==> config.mk <==
export PLATFORM = sky130hd
export DESIGN_NAME = dmem_arbiter
export DESIGN_NICKNAME = d
export VERILOG_FILES = /design/src/rtl/dmem_arbiter.sv
export SDC_FILE = /design/constraint.sdc
export NUM_CORES = 1
export LEC_CHECK = 0
export BUFFER_PORTS_ARGS = -buffer_cell sky130_fd_sc_hd__buf_2
export CORE_ASPECT_RATIO = 1.4
export CORE_MARGIN = 8
export CORE_UTILIZATION = 45
export CTS_BUF_LIST = sky130_fd_sc_hd__clkbuf_4
export DETAILED_ROUTE_END_ITERATION = 12
export PLACE_DENSITY = 0.88
export SLEW_MARGIN = 40
export SYNTH_ARGS = -nofsm -noshare
export SYNTH_HDL_FRONTEND = slang
export SYNTH_SLANG_ARGS = --single-unit
==> constraint.sdc <==
create_clock -name clk -period 5.22 [get_ports clk]
set_input_delay 0.783 -clock clk [delete_from_list [all_inputs] [get_ports clk]]
set_output_delay 0.783 -clock clk [all_outputs]
set_load 0.1 [all_outputs]
==> src/rtl/dmem_arbiter.sv <==
// dmem_arbiter: shares one single-port synchronous data memory between
// the CPU datapath (port 0) and the program/data loader (port 1).
//
// Round-robin arbitration by default. Defining DMEM_ARB_FIXED_PRI_EN
// gives port 0 fixed priority and removes the last-grant pointer.
//
// Ports:
//   clk, rst          clock, synchronous active-high reset
//   pK_req            port K request, held until pK_gnt
//   pK_we             port K write (1) / read (0)
//   pK_addr, pK_wdata port K address / write data
//   pK_gnt            port K grant pulse (request consumed)
//   pK_rvalid         port K read data valid (cycle after grant)
//   pK_rdata          port K read data (0 when not valid)
//   mem_en, mem_we    memory enable / write enable
//   mem_addr          memory address
//   mem_wdata         memory write data
//   mem_rdata         memory read data, one cycle after an enabled read
module dmem_arbiter #(
  parameter int DATA_WIDTH = 8,
  parameter int ADDR_BITS  = 5
) (
  input  logic                  clk,
  input  logic                  rst,
  input  logic                  p0_req,
  input  logic                  p0_we,
  input  logic [ADDR_BITS-1:0]  p0_addr,
  input  logic [DATA_WIDTH-1:0] p0_wdata,
  output logic                  p0_gnt,
  output logic                  p0_rvalid,
  output logic [DATA_WIDTH-1:0] p0_rdata,
  input  logic                  p1_req,
  input  logic                  p1_we,
  input  logic [ADDR_BITS-1:0]  p1_addr,
  input  logic [DATA_WIDTH-1:0] p1_wdata,
  output logic                  p1_gnt,
  output logic                  p1_rvalid,
  output logic [DATA_WIDTH-1:0] p1_rdata,
  output logic                  mem_en,
  output logic                  mem_we,
  output logic [ADDR_BITS-1:0]  mem_addr,
  output logic [DATA_WIDTH-1:0] mem_wdata,
  input  logic [DATA_WIDTH-1:0] mem_rdata
);

  typedef enum logic [1:0] {
    IDLE = 2'd0,
    GNT0 = 2'd1,
    GNT1 = 2'd2
  } state_e;

  state_e                state_q, state_d;
  logic                  we_q, we_d;
  logic [ADDR_BITS-1:0]  addr_q, addr_d;
  logic [DATA_WIDTH-1:0] wdata_q, wdata_d;
  logic                  rv0_q, rv0_d;
  logic                  rv1_q, rv1_d;
  logic                  elig0, elig1;

`ifndef DMEM_ARB_FIXED_PRI_EN
  // Last port granted; reset to 1 so port 0 wins first contention.
  logic                  ptr_q, ptr_d;
`endif

  // A port granted this cycle has had its request consumed.
  assign elig0 = p0_req && (state_q != GNT0);
  assign elig1 = p1_req && (state_q != GNT1);

  always_comb begin
    state_d = IDLE;
`ifdef DMEM_ARB_FIXED_PRI_EN
    if (elig0) begin
      state_d = GNT0;
    end else if (elig1) begin
      state_d = GNT1;
    end
`else
    ptr_d = ptr_q;
    if (elig0 && elig1) begin
      state_d = ptr_q ? GNT0 : GNT1;
    end else if (elig0) begin
      state_d = GNT0;
    end else if (elig1) begin
      state_d = GNT1;
    end
    if (state_d == GNT0) begin
      ptr_d = 1'b0;
    end else if (state_d == GNT1) begin
      ptr_d = 1'b1;
    end
`endif

    // Address/data hold their last values while idle.
    we_d    = 1'b0;
    addr_d  = addr_q;
    wdata_d = wdata_q;
    if (state_d == GNT0) begin
      we_d    = p0_we;
      addr_d  = p0_addr;
      wdata_d = p0_wdata;
    end else if (state_d == GNT1) begin
      we_d    = p1_we;
      addr_d  = p1_addr;
      wdata_d = p1_wdata;
    end

    // Read data returns the cycle after a read grant.
    rv0_d = (state_q == GNT0) && !we_q;
    rv1_d = (state_q == GNT1) && !we_q;
  end

  always_ff @(posedge clk) begin
    if (rst) begin
      state_q <= IDLE;
      we_q    <= 1'b0;
      addr_q  <= '0;
      wdata_q <= '0;
      rv0_q   <= 1'b0;
      rv1_q   <= 1'b0;
`ifndef DMEM_ARB_FIXED_PRI_EN
      ptr_q   <= 1'b1;
`endif
    end else begin
      state_q <= state_d;
      we_q    <= we_d;
      addr_q  <= addr_d;
      wdata_q <= wdata_d;
      rv0_q   <= rv0_d;
      rv1_q   <= rv1_d;
`ifndef DMEM_ARB_FIXED_PRI_EN
      ptr_q   <= ptr_d;
`endif
    end
  end

  assign p0_gnt    = (state_q == GNT0);
  assign p1_gnt    = (state_q == GNT1);
  assign mem_en    = (state_q != IDLE);
  assign mem_we    = we_q;
  assign mem_addr  = addr_q;
  assign mem_wdata = wdata_q;

  assign p0_rvalid = rv0_q;
  assign p1_rvalid = rv1_q;
  assign p0_rdata  = rv0_q ? mem_rdata : '0;
  assign p1_rdata  = rv1_q ? mem_rdata : '0;

endmodule

# Word level (Yosys, flattened, before mapping)
# Cells that the tools add are included.
# word_totals
ff_bits	19
inputBits	40
output_inout_bits	35
elab_cells	35
# op_classes
n_eq_ne	6
mux	14
reduce_logical	8
# op_table
op	count
$mux W8	4
$mux W5	2
$mux W2	4
$logic_and A1 B1 Y1	5
$eq A2 B1 Y1 const B	2
$eq A2 B2 Y1 const B	2
$mux W1	4
$reduce_bool A2 Y1	2
$ne A2 B1 Y1 const B	1
$ne A2 B2 Y1 const B	1
$logic_not A1 Y1	1

# Logic depth before layout (Yosys ltp)
# depth
ltp_word	8
mapped_depth	9
depth_no_buf	7

# Least setup slack after synthesis
# No wires, ideal clock.
# synth_path
path_kind	register to register
startpoint	register state_q[0]
endpoint	register addr_q[0] (netlist: mem_addr[0])
setup_time_ns	0.128
t_arrival_ns	3.263
t_required_ns	5.092
slack_ns	1.829
stages_incl_launch_ff	10
path_buffers	2
synth_period_minus_slack_ns	3.391
path_cell_list	dfxtp_1 > nor2b_1 > o21ai_0 > and2_1 > ha_1 > buf_6 > buf_12 > mux2_4 > mux2i_1 > nor2_1
# synth_between
elab_cells_between_ends	12
classes_between	eq/ne: 4; mux: 4; reduce/logical: 4
# synth_rtl
element	line	text
from (decl)	52	state_e state_q, state_d;
from (signal assigned)	124	state_q <= state_d;
$ne A2 B1 Y1 or $ne A2 B2 Y1 (tied branches)	66, 67	
$logic_and A1 B1 Y1 (on tied branches)	66, 67	
$mux W2 or $logic_and A1 B1 Y1 (tied branches)	81, 79	
$mux W2 *	79	if (elig0 && elig1) begin
net state_d[0]	52	
$eq A2 B1 Y1 or $eq A2 B2 Y1 (tied branches)	97, 101	
$mux W5 or $reduce_bool A2 Y1 (tied branches)	-	
to (signal assigned)	126	addr_q <= addr_d;
to (decl)	54	logic [ADDR_BITS-1:0] addr_q, addr_d;
# Mark *: on every way through the listed nets, which the timed path passes. The rest lies on a longest branch.
# A chain may end at the register's enable or synchronous reset.

# Final worst setup path
# layout_path
startpoint	input p1_req
endpoint	register wdata_q[2] (netlist: mem_wdata[2])
# layout_between
elab_cells_between_ends	9
classes_between	eq/ne: 2; mux: 4; reduce/logical: 3
# layout_rtl
element	line	text
from (decl)	32	input logic p1_req,
$logic_and A1 B1 Y1 *	67	assign elig1 = p1_req && (state_q != GNT1);
$logic_and A1 B1 Y1 *	79	
$mux W2 *	79	
net state_d[0]	52	
$eq A2 B1 Y1 or $eq A2 B2 Y1 (tied branches)	97, 101	
$mux W8 or $reduce_bool A2 Y1 (tied branches)	-	
to (signal assigned)	127	wdata_q <= wdata_d;
to (decl)	55	logic [DATA_WIDTH-1:0] wdata_q, wdata_d;
# Marked as above.

==> impl_summary.log <==
[metrics] Reg clk slew, reported paths: 0.12 ns
[metrics] final routed wirelength across all metal layers: 2.705 mm
[metrics] Die Area: 4130 um2
[metrics] Peak supply drop: 218.5 uV
[metrics] hold wc startpoint: mem_we
[metrics] RSZ-0062 raised after global routing: false
[metrics] top cell type by total area after synthesis: sky130_fd_sc_hd__dfxtp_1
[metrics] maximum clock insertion buffer count: 2
[metrics] total clock sinks: 19
[metrics] Seq/Total Area, Yosys: 36.54%
[metrics] HPWL after DPL: 2.320 mm
[metrics] number of nets in the layout: 219
[metrics] count of maximum capacitance violations: 0
[metrics] Psw: 0.2320 mW
[metrics] initial detailed-routing violation count: 8
[metrics] number of vias after detailed routing: 970
[metrics] number of instances in the synthesized netlist: 104
[metrics] top cells by area, synth: sky130_fd_sc_hd__dfxtp_1 37%, sky130_fd_sc_hd__mux2i_1 13%, sky130_fd_sc_hd__mux2_4 12%, sky130_fd_sc_hd__and2_1 11%, sky130_fd_sc_hd__mux2_2 5.4%
[metrics] maximum clock frequency: 391.5 MHz
[metrics] Chip Height: 72.91 um
[metrics] pin count of the biggest net entering global routing: 20
[metrics] Clock power frac: 15.2%
[metrics] Site Rows: 20
[metrics] synthesized area per cell: 10.01 um2
[metrics] first-pass GRT wire length: 4.409 mm
[metrics] kind of capture point of the worst setup path: flop
[metrics] relative slew slack: 46.84%
[metrics] setup violators final: 0
[metrics] remaining number of nets flagged by the antenna check after routing: 0
[metrics] TritonCTS buffer count: 3
[metrics] width of the die: 56.65 um
[metrics] count of port buffers added during placement: 74
[metrics] class of the tightest hold or removal check: reg -> reg
[metrics] number of placed I/O pins: 75
[metrics] total count of max-transition violations in the final report: 0
[metrics] number of synthesis warnings: 0
[metrics] Routed WL per cell: 13.66 um
[metrics] Register-to-Register Path Depth: 7
[metrics] startpoint of the worst-slack reg-to-reg timing path: state_q[0]
[metrics] WP data required: 5.41 ns
[metrics] TritonCTS clock tree: done
[metrics] initial antenna violation count: 0
[metrics] nets in the synthesized netlist: 146
[metrics] count of cell types in the netlist: 25
[metrics] final critical-path required period: 2.554 ns
[metrics] beginning of the critical path: p1_req
[metrics] final weighted congestion of routability-driven global placement: 0.7418
[metrics] worst-skew pair later-pin latency: 0.30 ns
[metrics] peak fanout along the critical path: 15
[metrics] total design power: 0.4840 mW
[metrics] Antenna Cells: 0
[metrics] internal power component: 0.2519 mW
[metrics] Post-CTS Setup Inserts: 0
[metrics] summed negative setup slack over all endpoints: 0 ns
[metrics] setup slack, reg-to-reg: 2.86 ns
[metrics] netlist area before placement: 1041 um2
[metrics] area fraction of the dominant cell type after synthesis: 36.54%
[metrics] total of flip-flops plus latches after synthesis: 19
[metrics] power share of the sequential group: 34.8%
[metrics] worst setup skew after layout: 0.01288 ns
[metrics] terminus of the critical flop-to-flop path: mem_wdata[2]
[metrics] Remaining Overflow, GRT: 0
[metrics] status: finished, final reports clean
[metrics] Tot GR Track Use: 12.73%
[metrics] area delta synth->final: 35.94%
[metrics] number of H-tree levels: 1
[metrics] switching part of the total power: 47.95%
[metrics] slew at the pin closest to its max-slew limit: 0.7974 ns
[metrics] CTS root buffer: sky130_fd_sc_hd__clkbuf_4
[metrics] Hold EP: p0_rvalid
[metrics] category of the worst setup path launch point: input pin
[metrics] # hold bufs at CTS: 0
[metrics] residual DRC count: 0
[metrics] Power Dens Cells: 342.0 nW/um2
[metrics] first drt pass iteration count: 2
[metrics] depth of the worst hold-timing path: 1
[metrics] final-report hold violation count: 0
[metrics] area inside the core boundary: 2177 um2
[metrics] via count of the first global-routing pass: 1044
[metrics] arrival time of data at the critical path endpoint: 2.74 ns
[metrics] startpoint-to-endpoint class of the critical path: in -> reg
[metrics] Resize count post-CTS: 0
[metrics] post-DR vias/cell: 4.899
[metrics] share of the clock period used by the worst path after layout: 48.93%
[metrics] effective utilization at floorplan: 47.82%
[metrics] cell leakage power: 0.8324 nW
[metrics] share of post-route cells with drive strength above 1: 52.84%
[metrics] power share of the combinational group: 49.9%
layer usage:
layer	wire length [um]	vias to the layer above	part of all wire (%)	track usage, %
met5	0	-	0	0
met4	17	0	0.63	5.094
met3	390	2	14	7.666
met2	1226	56	45	21.64
met1	1071	422	40	12.08
li1	-	490	-	-
cell usage after synthesis (all sizes together):
master / count
a21o: 1
a21oi: 1
and2: 18
and3b: 2
buf: 4
clkbuf: 2
dfxtp: 19
ha: 2
inv: 2
mux2: 13
mux2i: 14
nand2: 4
nand2b: 2
nand3: 1
nor2: 13
nor2b: 2
nor3: 1
nor3b: 1
o21ai: 1
or2: 1
logic make-up (layout without fill, tap and decap cells):
| group | Yosys count | count (layout) | synth area share [%] |
|---|---|---|---|
| AOI/OAI and AO/OA | 3 | 3 | 1.682 |
| muxes | 27 | 27 | 30.41 |
| buffers and inverters | 8 | 80 | 5.648 |
| DFF | 19 | 19 | 36.54 |
| and+or+nand+nor | 45 | 45 | 23.32 |
| adders and majority gates | 2 | 2 | 2.403 |
through the flow:
| stage | worst slack [ns] | utilization, % | hold WS, ns | instances | instance area, um2 |
|---|---|---|---|---|---|
| after global routing | 2.574 | 65.00 | 0.4958 | 198 | 1415 |
| after floorplan | 1.829 | - | 0.4722 | 104 | 1041 |
| after CTS | 2.663 | 65.00 | 0.4619 | 198 | 1415 |
| final | 2.666 | 65.00 | 0.4611 | 198 | 1415 |
| after global placement | 2.486 | 63.74 | 0.4332 | 194 | 1388 |
| after detailed placement | 2.341 | 63.74 | 0.4460 | 194 | 1388 |
flip-flops by register name, indices dropped and copies added, names as in the netlist:
name	flops
state_q	2
ptr_q	1
p0_rvalid	1
mem_we	1
mem_addr	5
mem_wdata	8
p1_rvalid	1
layout make-up:
cell class	instances	area (um2)
fill	179	762.0
multi-input combinational	77	601.8
sequential	19	380.4
timing repair buffer	74	370.4
tap	22	27.53
clock buffer	3	22.52
inverter	2	7.507
clock inverter	1	5.005
power by group through the flow:
stage               combinational (mW)  sequential (mW)  clock (mW)
floorplan                        0.110            0.268           0
detailed placement               0.244            0.172           0
CTS                              0.244            0.169      0.0760
finish                           0.242            0.168      0.0738
global route                     0.254            0.171      0.0788
global placement                 0.240            0.171           0
critical path, stage by stage:
cell,delay [ns]
sky130_fd_sc_hd__buf_2,0.11
sky130_fd_sc_hd__nor2b_1,0.12
sky130_fd_sc_hd__o21ai_0,0.24
sky130_fd_sc_hd__and2_1,0.18
sky130_fd_sc_hd__ha_1,0.68
sky130_fd_sc_hd__mux2_2,0.41
sky130_fd_sc_hd__mux2i_1,0.15
sky130_fd_sc_hd__nor2_1,0.07
worst max-delay path by stage:
stage                         to  slack (ns)  cells after the start
floorplan            mem_addr[0]        1.83                      9
global placement    mem_wdata[4]        2.49                      8
detailed placement  mem_wdata[2]        2.34                      8
CTS                 mem_wdata[2]        2.66                      8
global route        mem_wdata[2]        2.57                      8
finish              mem_wdata[2]        2.67                      8
layout by cell type, fill, tap and decap left out, drive strengths merged:
cell type	n
and2	18
buf	74
nor3b	1
ha	2
nor2	13
and3b	2
clkbuf	3
clkinv	1
o21ai	1
a21o	1
nand3	1
nand2	4
inv	2
nor3	1
a21oi	1
nor2b	2
dfxtp	19
mux2i	14
mux2	13
nand2b	2
or2	1
Note: power is estimated with default switching activity, not from simulation.
